$ cat config.mk
export PLATFORM = sky130hd
export DESIGN_NAME = mac_accumulator_flat
export DESIGN_NICKNAME = d
export VERILOG_FILES = /design/src/rtl/mac_accumulator_if.sv /design/src/rtl/mac_accumulator.sv /design/src/flat_wrapper.sv
export SDC_FILE = /design/constraint.sdc
export NUM_CORES = 1
export LEC_CHECK = 0
export ABC_AREA = 0
export CAP_MARGIN = 20
export CELL_PAD_IN_SITES_DETAIL_PLACEMENT = 0
export CELL_PAD_IN_SITES_GLOBAL_PLACEMENT = 1
export CORE_MARGIN = 2
export CORE_UTILIZATION = 48
export CTS_BUF_LIST = sky130_fd_sc_hd__clkbuf_8
export DETAILED_ROUTE_END_ITERATION = 10
export GPL_ROUTABILITY_DRIVEN = 0
export PLACE_DENSITY_LB_ADDON = 0.1
export SLEW_MARGIN = 0
export SYNTH_ARGS = -nofsm -noshare
export SYNTH_HDL_FRONTEND = slang
export SYNTH_SLANG_ARGS = --single-unit
$ cat constraint.sdc
create_clock -name clk -period 3.82 [get_ports clk]
set_input_delay 0.382 -clock clk [delete_from_list [all_inputs] [get_ports clk]]
set_output_delay 0.382 -clock clk [all_outputs]
set_load 0.1 [all_outputs]
$ cat src/rtl/mac_accumulator_if.sv
// ============================================================================
//  Module      : mac_accumulator_if
//  Description : Streaming bus for the MAC stage. Carries the window-abort
//                strobe, the pixel/weight input handshake and the saturated
//                window-sum output handshake.
//  Revision    : 1.0 - initial release
// ============================================================================
`default_nettype none

interface mac_accumulator_if #(
  parameter int DW    = 8,
  parameter int OUT_W = 16
) ();

  logic                    clear;
  logic                    in_valid;
  logic                    in_ready;
  logic signed [DW-1:0]    pixel;
  logic signed [DW-1:0]    weight;
  logic                    out_valid;
  logic                    out_ready;
  logic signed [OUT_W-1:0] out_data;
  logic                    out_sat;

  // Producer/consumer side of the stage (upstream source + downstream sink)
  modport master (
    output clear, in_valid, pixel, weight, out_ready,
    input  in_ready, out_valid, out_data, out_sat
  );

  // The MAC stage itself
  modport slave (
    input  clear, in_valid, pixel, weight, out_ready,
    output in_ready, out_valid, out_data, out_sat
  );

endinterface

`default_nettype wire

$ cat src/rtl/mac_accumulator.sv
// ============================================================================
//  Module      : mac_accumulator
//  Description : Streaming signed multiply-accumulate. Sums KLEN pixel*weight
//                products per window and emits the sum saturated to OUT_W
//                bits through a one-entry output register.
//  Revision    : 1.0 - initial release
// ============================================================================
`default_nettype none

module mac_accumulator #(
  parameter int DW    = 8,
  parameter int KLEN  = 9,
  parameter int ACC_W = 24,
  parameter int OUT_W = 16
) (
  input  wire logic        clk,
  input  wire logic        rst_n,
  mac_accumulator_if.slave bus
);

  localparam int CNT_W = (KLEN > 1) ? $clog2(KLEN) : 1;
  localparam logic [CNT_W-1:0] C_PENULT_CNT = CNT_W'(KLEN - 2);

  // ACCUM while cnt < KLEN-1, LAST while the next accept closes the window
  typedef enum logic [0:0] {
    ACCUM = 1'b0,
    LAST  = 1'b1
  } state_t;

  state_t                  r_state;
  logic [CNT_W-1:0]        r_cnt;
  logic signed [ACC_W-1:0] r_acc;
  logic                    r_out_valid;
  logic signed [OUT_W-1:0] r_out_data;
  logic                    r_out_sat;

  logic signed [2*DW-1:0]  w_product;
  logic signed [ACC_W-1:0] w_prod_ext;
  logic signed [ACC_W-1:0] w_sum;
  logic [ACC_W-OUT_W:0]    w_sum_hi;
  logic                    w_ovf;
  logic signed [OUT_W-1:0] w_sat_data;
  logic                    w_in_ready;
  logic                    w_accept;
  logic                    w_load;

  // Full-precision product, sign-extended into the accumulator domain
  assign w_product  = bus.pixel * bus.weight;
  assign w_prod_ext = {{(ACC_W - 2*DW){w_product[2*DW-1]}}, w_product};
  assign w_sum      = r_acc + w_prod_ext;

  // The sum fits in OUT_W bits only when all bits from OUT_W-1 up are equal
  assign w_sum_hi   = w_sum[ACC_W-1:OUT_W-1];
  assign w_ovf      = !((&w_sum_hi) || !(|w_sum_hi));
  assign w_sat_data = !w_ovf        ? w_sum[OUT_W-1:0] :
                      w_sum[ACC_W-1] ? {1'b1, {(OUT_W-1){1'b0}}} :
                                       {1'b0, {(OUT_W-1){1'b1}}};

  // Only the closing beat has to wait for the output register to drain
  assign w_in_ready = !((r_state == LAST) && r_out_valid && !bus.out_ready);
  assign w_accept   = bus.in_valid && w_in_ready && !bus.clear;
  assign w_load     = w_accept && (r_state == LAST);

  assign bus.in_ready  = w_in_ready;
  assign bus.out_valid = r_out_valid;
  assign bus.out_data  = r_out_data;
  assign bus.out_sat   = r_out_sat;

  // Window sequencing, accumulation and the one-entry result register
  always_ff @(posedge clk or negedge rst_n) begin
    if (!rst_n) begin
      r_state     <= ACCUM;
      r_cnt       <= '0;
      r_acc       <= '0;
      r_out_valid <= 1'b0;
      r_out_data  <= '0;
      r_out_sat   <= 1'b0;
    end else begin
      if (bus.clear) begin
        r_state <= ACCUM;
        r_cnt   <= '0;
        r_acc   <= '0;
      end else if (w_accept) begin
        if (r_state == LAST) begin
          // Window closed; beat 0 of the next window reloads acc directly
          r_state <= ACCUM;
          r_cnt   <= '0;
        end else begin
          r_acc   <= (r_cnt == '0) ? w_prod_ext : w_sum;
          r_cnt   <= r_cnt + 1'b1;
          r_state <= (r_cnt == C_PENULT_CNT) ? LAST : ACCUM;
        end
      end

      // A reload in the same cycle as a hand-off keeps out_valid high
      if (w_load) begin
        r_out_valid <= 1'b1;
        r_out_data  <= w_sat_data;
        r_out_sat   <= w_ovf;
      end else if (r_out_valid && bus.out_ready) begin
        r_out_valid <= 1'b0;
      end
    end
  end

endmodule

`default_nettype wire

$ cat src/flat_wrapper.sv
// flat-port wrapper written by rule: the top's interface ports become plain ports
module mac_accumulator_flat 
#(
  parameter int DW    = 8,
  parameter int KLEN  = 9,
  parameter int ACC_W = 24,
  parameter int OUT_W = 16
)
  (clk, rst_n, bus_clear, bus_in_valid, bus_pixel, bus_weight, bus_out_ready, bus_in_ready, bus_out_valid, bus_out_data, bus_out_sat);
  mac_accumulator_if #(.DW(DW), .OUT_W(OUT_W)) bus_i ();
  input  wire logic clk;
  input  wire logic rst_n;
  input wire logic [$bits(bus_i.clear)-1:0] bus_clear;
  input wire logic [$bits(bus_i.in_valid)-1:0] bus_in_valid;
  input wire logic [$bits(bus_i.pixel)-1:0] bus_pixel;
  input wire logic [$bits(bus_i.weight)-1:0] bus_weight;
  input wire logic [$bits(bus_i.out_ready)-1:0] bus_out_ready;
  output wire logic [$bits(bus_i.in_ready)-1:0] bus_in_ready;
  output wire logic [$bits(bus_i.out_valid)-1:0] bus_out_valid;
  output wire logic [$bits(bus_i.out_data)-1:0] bus_out_data;
  output wire logic [$bits(bus_i.out_sat)-1:0] bus_out_sat;
  assign bus_i.clear = bus_clear;
  assign bus_i.in_valid = bus_in_valid;
  assign bus_i.pixel = bus_pixel;
  assign bus_i.weight = bus_weight;
  assign bus_i.out_ready = bus_out_ready;
  assign bus_in_ready = bus_i.in_ready;
  assign bus_out_valid = bus_i.out_valid;
  assign bus_out_data = bus_i.out_data;
  assign bus_out_sat = bus_i.out_sat;
  mac_accumulator #(.DW(DW), .KLEN(KLEN), .ACC_W(ACC_W), .OUT_W(OUT_W)) u_core (.clk(clk), .rst_n(rst_n), .bus(bus_i));
endmodule
# After elaboration in Yosys (flattened, before gate mapping)
# Cells that the tools add are included.
[word_totals]
rom_bits = 0
in_bits = 21
latch_bits = 0
output_inout_bits = 19
regBits = 47
ram_bits = 0
memories = 0
[op_classes]
add_sub_neg = 2
n_eq_ne = 2
n_mul = 1
n_reduce_logical = 18
muxes = 15
bitwise = 0
div_mod_pow = 0
n_shift = 0
n_lt_le_gt_ge = 0
[op_table]
columns = ["operator", "count"]
rows = [
  ["$mux W24", 4],
  ["$mux W16", 2],
  ["$add A24 B16 Y24", 1],
  ["$mul A8 B8 Y16", 1],
  ["$mux W4", 3],
  ["$reduce_and A9 Y1", 1],
  ["$reduce_or A9 Y1", 1],
  ["$logic_and A1 B1 Y1", 6],
  ["$mux W1", 6],
  ["$logic_not A1 Y1", 5],
  ["$add A4 B1 Y4 const B", 1],
  ["$eq A4 B3 Y1 const B", 1],
  ["$logic_not A4 Y1", 1],
  ["$reduce_bool A2 Y1", 2],
  ["$ne A2 B2 Y1 const B", 1],
  ["$reduce_and A2 Y1", 1],
  ["$logic_or A1 B1 Y1", 1],
]

# Logic depth before layout (Yosys ltp)
[depth]
depth_word = 7
mapped_depth = 29
depth_no_buf = 28

# Worst setup path after synthesis
# No wires, ideal clock.
[synth_path]
kind = "input to register"
startpoint = "in bus_weight[3]"
endpoint = "reg u_core.r_out_data[10] (netlist: u_core.bus.out_data[10])"
slack_ps = -2952
cell_stages = 25
path_buffers = 1
setup_ps = 131
arrival_time_ps = 6642
required_ps = 3689
cell_sequence = "and2_1 > fa_1 > fa_1 > fa_1 > inv_1 > fa_1 > inv_1 > ha_1 > a2111oi_2 > a21oi_1 > o21a_1 > a211o_1 > a21oi_2 > xnor2_2 > ha_1 > a21oi_1 > o21ai_0 > or4_1 > a41oi_1 > o21bai_1 > a211oi_1 > nand4_1 > o211ai_4 > buf_6 > a22oi_2"
[synth_via]
elab_chain_len = 6
elab_cells_between_ends = 8
[synth_rtl]
columns = ["item", "line_no", "source"]
rows = [
  ["start: declaration", "flat_wrapper.sv:16", "input wire logic [$bits(bus_i.weight)-1:0] bus_weight;"],
  ["$mul A8 B8 Y16 (*)", "mac_accumulator.sv:48", "assign w_product = bus.pixel * bus.weight;"],
  ["$add A24 B16 Y24 (*)", "mac_accumulator.sv:50", "assign w_sum = r_acc + w_prod_ext;"],
  ["$reduce_or A9 Y1", "mac_accumulator.sv:54", "assign w_ovf = !((&w_sum_hi) || !(|w_sum_hi));"],
  ["$logic_not A1 Y1", "mac_accumulator.sv:54", ""],
  ["$logic_or A1 B1 Y1", "mac_accumulator.sv:54", ""],
  ["$mux W16 (*)", "mac_accumulator.sv:55", "assign w_sat_data = !w_ovf ? w_sum[OUT_W-1:0] :"],
  ["end signal: assignment", "mac_accumulator.sv:98", "r_out_data <= w_sat_data;"],
  ["end: declaration", "mac_accumulator.sv:34", "logic signed [OUT_W-1:0] r_out_data;"],
]
# Mark *: on every way between the ends. The rest lies on a longest branch, timed or not.
# A chain may end at the register's enable or synchronous reset.

# Final worst setup path
[layout_path]
startpoint = "in bus_pixel[5]"
endpoint = "reg u_core.r_out_data[1] (netlist: u_core.bus.out_data[1])"
[layout_via]
elab_chain_len = 6
elab_cells_between_ends = 8
[layout_rtl]
columns = ["item", "line_no", "source"]
rows = [
  ["start: declaration", "flat_wrapper.sv:15", "input wire logic [$bits(bus_i.pixel)-1:0] bus_pixel;"],
  ["$mul A8 B8 Y16 (*)", "mac_accumulator.sv:48", ""],
  ["$add A24 B16 Y24 (*)", "mac_accumulator.sv:50", ""],
  ["$reduce_or A9 Y1", "mac_accumulator.sv:54", ""],
  ["$logic_not A1 Y1", "mac_accumulator.sv:54", ""],
  ["$logic_or A1 B1 Y1", "mac_accumulator.sv:54", ""],
  ["$mux W16 (*)", "mac_accumulator.sv:55", ""],
]
# Marked as above.

==> impl_metrics.csv <==
group,metric,value,unit
floorplan,dieWidth,117,um
floorplan,core_area,12600,um2
sta,hold_viol_final,0,
sta,slew_viol_final,0,
sta,fin_crit_sh,1.71,
outcome,status,"finished, violations left",
setup_path,cp-end-kind,"flip-flop",
min_path,hold_path.class,"in2async",
sta,timing.final.ws_setup,-2700,ps
clocking,clock_latency,340,ps
logic_synthesis,synth_edf_count,0,
clocking,clk_path_buf_depth,2,
logic_synthesis,syn_inst,692,
floorplan,rows,41,
cells_and_area,nets,1041,
floorplan,fp.dieH,117,um
placed_design,dpl_cell_area,8030,um2
job,max_cap_violations,0,
setup_path,ff2ff_setup_slack,290,ps
clocking,cts_root_buf,"clkbuf_8",
setup_path,crit_arrival,6720,ps
route,drt_iter0_markers,251,
route,drc,0,
logic_synthesis,synth_flop_cell,"dfrtp_1",
cells_and_area,layout_commonest_cell,"buf_4",
logic_synthesis,synthArstFlopShare,1.00,
route,drtAntennaViolNets,0,
clocking,cts.sinks,47,
cells_and_area,seq_area,1180,um2
sta,slew_headroom,0.304,
sta,holdWs,507,ps
sta,period_needed,6520,ps
sta,clock_skew,12.3,ps
cells_and_area,fin_area,9400,um2
logic_synthesis,synth_nets,824,
logic_synthesis,syn_area_per_cell,8.89,um2
logic_synthesis,yosys_warnings,0,
cells_and_area,syn_to_final_growth,52.9,%
cells_and_area,drive_above_1_share,0.444,
placed_design,dp_hpwl,12600,um
logic_synthesis,seq_area_frac_synth,0.191,
cells_and_area,nFillCells,860,
setup_path,critPathCapture,"u_core.bus.out_data[1]$_DFFE_PN0P_",
logic_synthesis,yosysTopAreaCellShare,0.191,
setup_path,startpoint_type,"primary input",
clocking,cts.clk_slew.worst_paths,110,ps
route,routed_wl,17300,um
logic_synthesis,post-synth-top-area-cell,"dfrtp_1",
floorplan,num_io_pins,40,
setup_path,crit_required,4020,ps
sta,max_clock_freq,153,MHz
logic_synthesis,synth.area.top_cells,"dfrtp_1 19%, fa_1 18%, ha_1 11%",
sta,rsz0062_at_grt,"true",
global_route,grt-ovfl-total,0,
clocking,cts_tree,"built",
logic_synthesis,ys_types,70,
setup_path,r2r_cells,14,
floorplan,die_area,13700,um2
route,vias,5738,
global_route,antenna_found_initial,0,
cells_and_area,final_cell_mix,"140 x buf_4, 77 x inv_1, 73 x nand2_1, 52 x buf_6, 51 x fa_1",
setup_path,cp-startpoint,"bus_pixel[5]",
global_route,grt_pass1_vias,5763,
sta,setup_viol,35,
global_route,grt_max_degree,48,
route,wl_per_cell,16.0,um
setup_path,r2r_end,"u_core.bus.out_data[1]$_DFFE_PN0P_",
clocking,cts_made_buffers,5,
setup_path,cp_max_fo,7,
floorplan,initial_core_util,0.489,
cells_and_area,insertedDiodeCount,0,
global_route,grt_use_total,0.245,
sta,max_slew.worst_pin.slew,1040,ps
route,firstDrtPassIters,4,
setup_path,crit_type,"in2reg",
placed_design,numPortBuffers,39,
route,vias_per_cell,5.30,
cells_and_area,multiInputGateArea,5600,um2
logic_synthesis,syn-cell-area,6150,um2
outcome,violations,"negative setup slack",
global_route,grt_first_pass_wirelength,26600,um
clocking,htree_levels,2,
placed_design,place_ws,-3780,ps
logic_synthesis,synth-seq-cells,47,
setup_path,r2r_start,"u_core.r_acc[0]$_DFFE_PN0P_",
worst max-delay path, cell delays in order:
cell	delay, ps
buf_2	150
and2_1	180
fa_1	520
fa_1	440
fa_1	510
inv_2	40
fa_1	510
inv_2	40
ha_4	230
a2111oi_4	330
a21oi_1	70
o21a_1	140
a211o_1	300
a21oi_4	180
xnor2_4	180
ha_4	260
a211o_1	290
a21o_2	220
buf_6	120
buf_6	110
a211oi_4	240
nor3_4	90
buf_6	130
a211oi_4	230
nand4_1	200
o211ai_4	370
buf_6	180
a22oi_1	60
cell families after synthesis:
| group | Yosys count | share of synthesized area |
|---|---|---|
| fa+ha+maj | 111 | 0.294 |
| xor+xnor | 37 | 0.0582 |
| flops | 47 | 0.191 |
| mux | 10 | 0.0167 |
| compound gates | 166 | 0.191 |
| simple gates | 208 | 0.175 |
| buf+inv | 113 | 0.0743 |
final cells by class:
| class | count | share of cell area |
|---|---|---|
| Clock inverter | 3 | 0.00293 |
| Multi-Input combinational cell | 533 | 0.595 |
| Clock buffer | 5 | 0.00732 |
| Inverter | 98 | 0.0396 |
| Timing Repair Buffer | 224 | 0.207 |
| Sequential cell | 47 | 0.125 |
| Tap cell | 172 | 0.0229 |
sequential cells by signal, indices dropped and copies added, names as in the netlist:
signal / flops
u_core.bus.out_sat: 1
u_core.r_cnt: 4
u_core.bus.out_valid: 1
u_core.r_state: 1
u_core.r_acc: 24
u_core.bus.out_data: 16
synthesized netlist by cell type, types with 5 or more instances:
cell and n:
inv_1 98, nand2_1 78, fa_1 56, ha_1 55
and2_1 54, dfrtp_1 47, a21oi_1 46, o21ai_0 36
nor2_1 25, xnor2_1 23, a21o_1 11, a22oi_2 11
xor2_1 11, a211oi_1 10, nor2b_1 10, mux2i_1 8
nand2b_1 8, nand3_1 7, clkbuf_1 5, o21a_1 5
o21ai_1 5
metal layers:
metal / part of all wire / vias to the layer above / routed length [um] / track usage
li1: - / 2749 / - / -
met1: 0.41 / 2814 / 7160 / 0.300
met2: 0.52 / 143 / 9040 / 0.453
met3: 0.035 / 32 / 596 / 0.0170
met4: 0.027 / 0 / 464 / 0.0863
met5: 0 / - / 0 / 0
timing repair:
action / in CTS / in global routing
pin swaps: 91 / 62
endpoints found under the hold margin: 0 / 16
gates resized for setup: 176 / 102
endpoints found under the setup margin: 37 / 36
hold buffers: 0 / 1
buffers inserted: 23 / 24
gates cloned: 1 / 0
metrics by stage:
stage,util,TNS (ps),cells
global route,0.748,-78600,1082
global placement,0.639,-105250,1026
detailed placement,0.639,-108140,1026
CTS,0.693,-74590,1058
finish,0.748,-71720,1082
floorplan,-,-65460,692
worst min path at each step:
stage / startpoint / to / slack, ps / depth (start not counted)
final: rst_n / u_core.bus.out_data[5]$_DFFE_PN0P_ / 510 / 2
after global routing: u_core.r_acc[18]$_DFFE_PN0P_ / u_core.r_acc[18]$_DFFE_PN0P_ / 530 / 2
after CTS: rst_n / u_core.r_acc[5]$_DFFE_PN0P_ / 300 / 1
after detailed placement: u_core.r_acc[18]$_DFFE_PN0P_ / u_core.r_acc[18]$_DFFE_PN0P_ / 470 / 2
after global placement: u_core.r_acc[18]$_DFFE_PN0P_ / u_core.r_acc[18]$_DFFE_PN0P_ / 460 / 2
after floorplan: rst_n / u_core.bus.out_data[0]$_DFFE_PN0P_ / 90 / 0
Power is not shown: default switching activity piles up to over one toggle a cycle in this logic, so the estimate is an artifact.
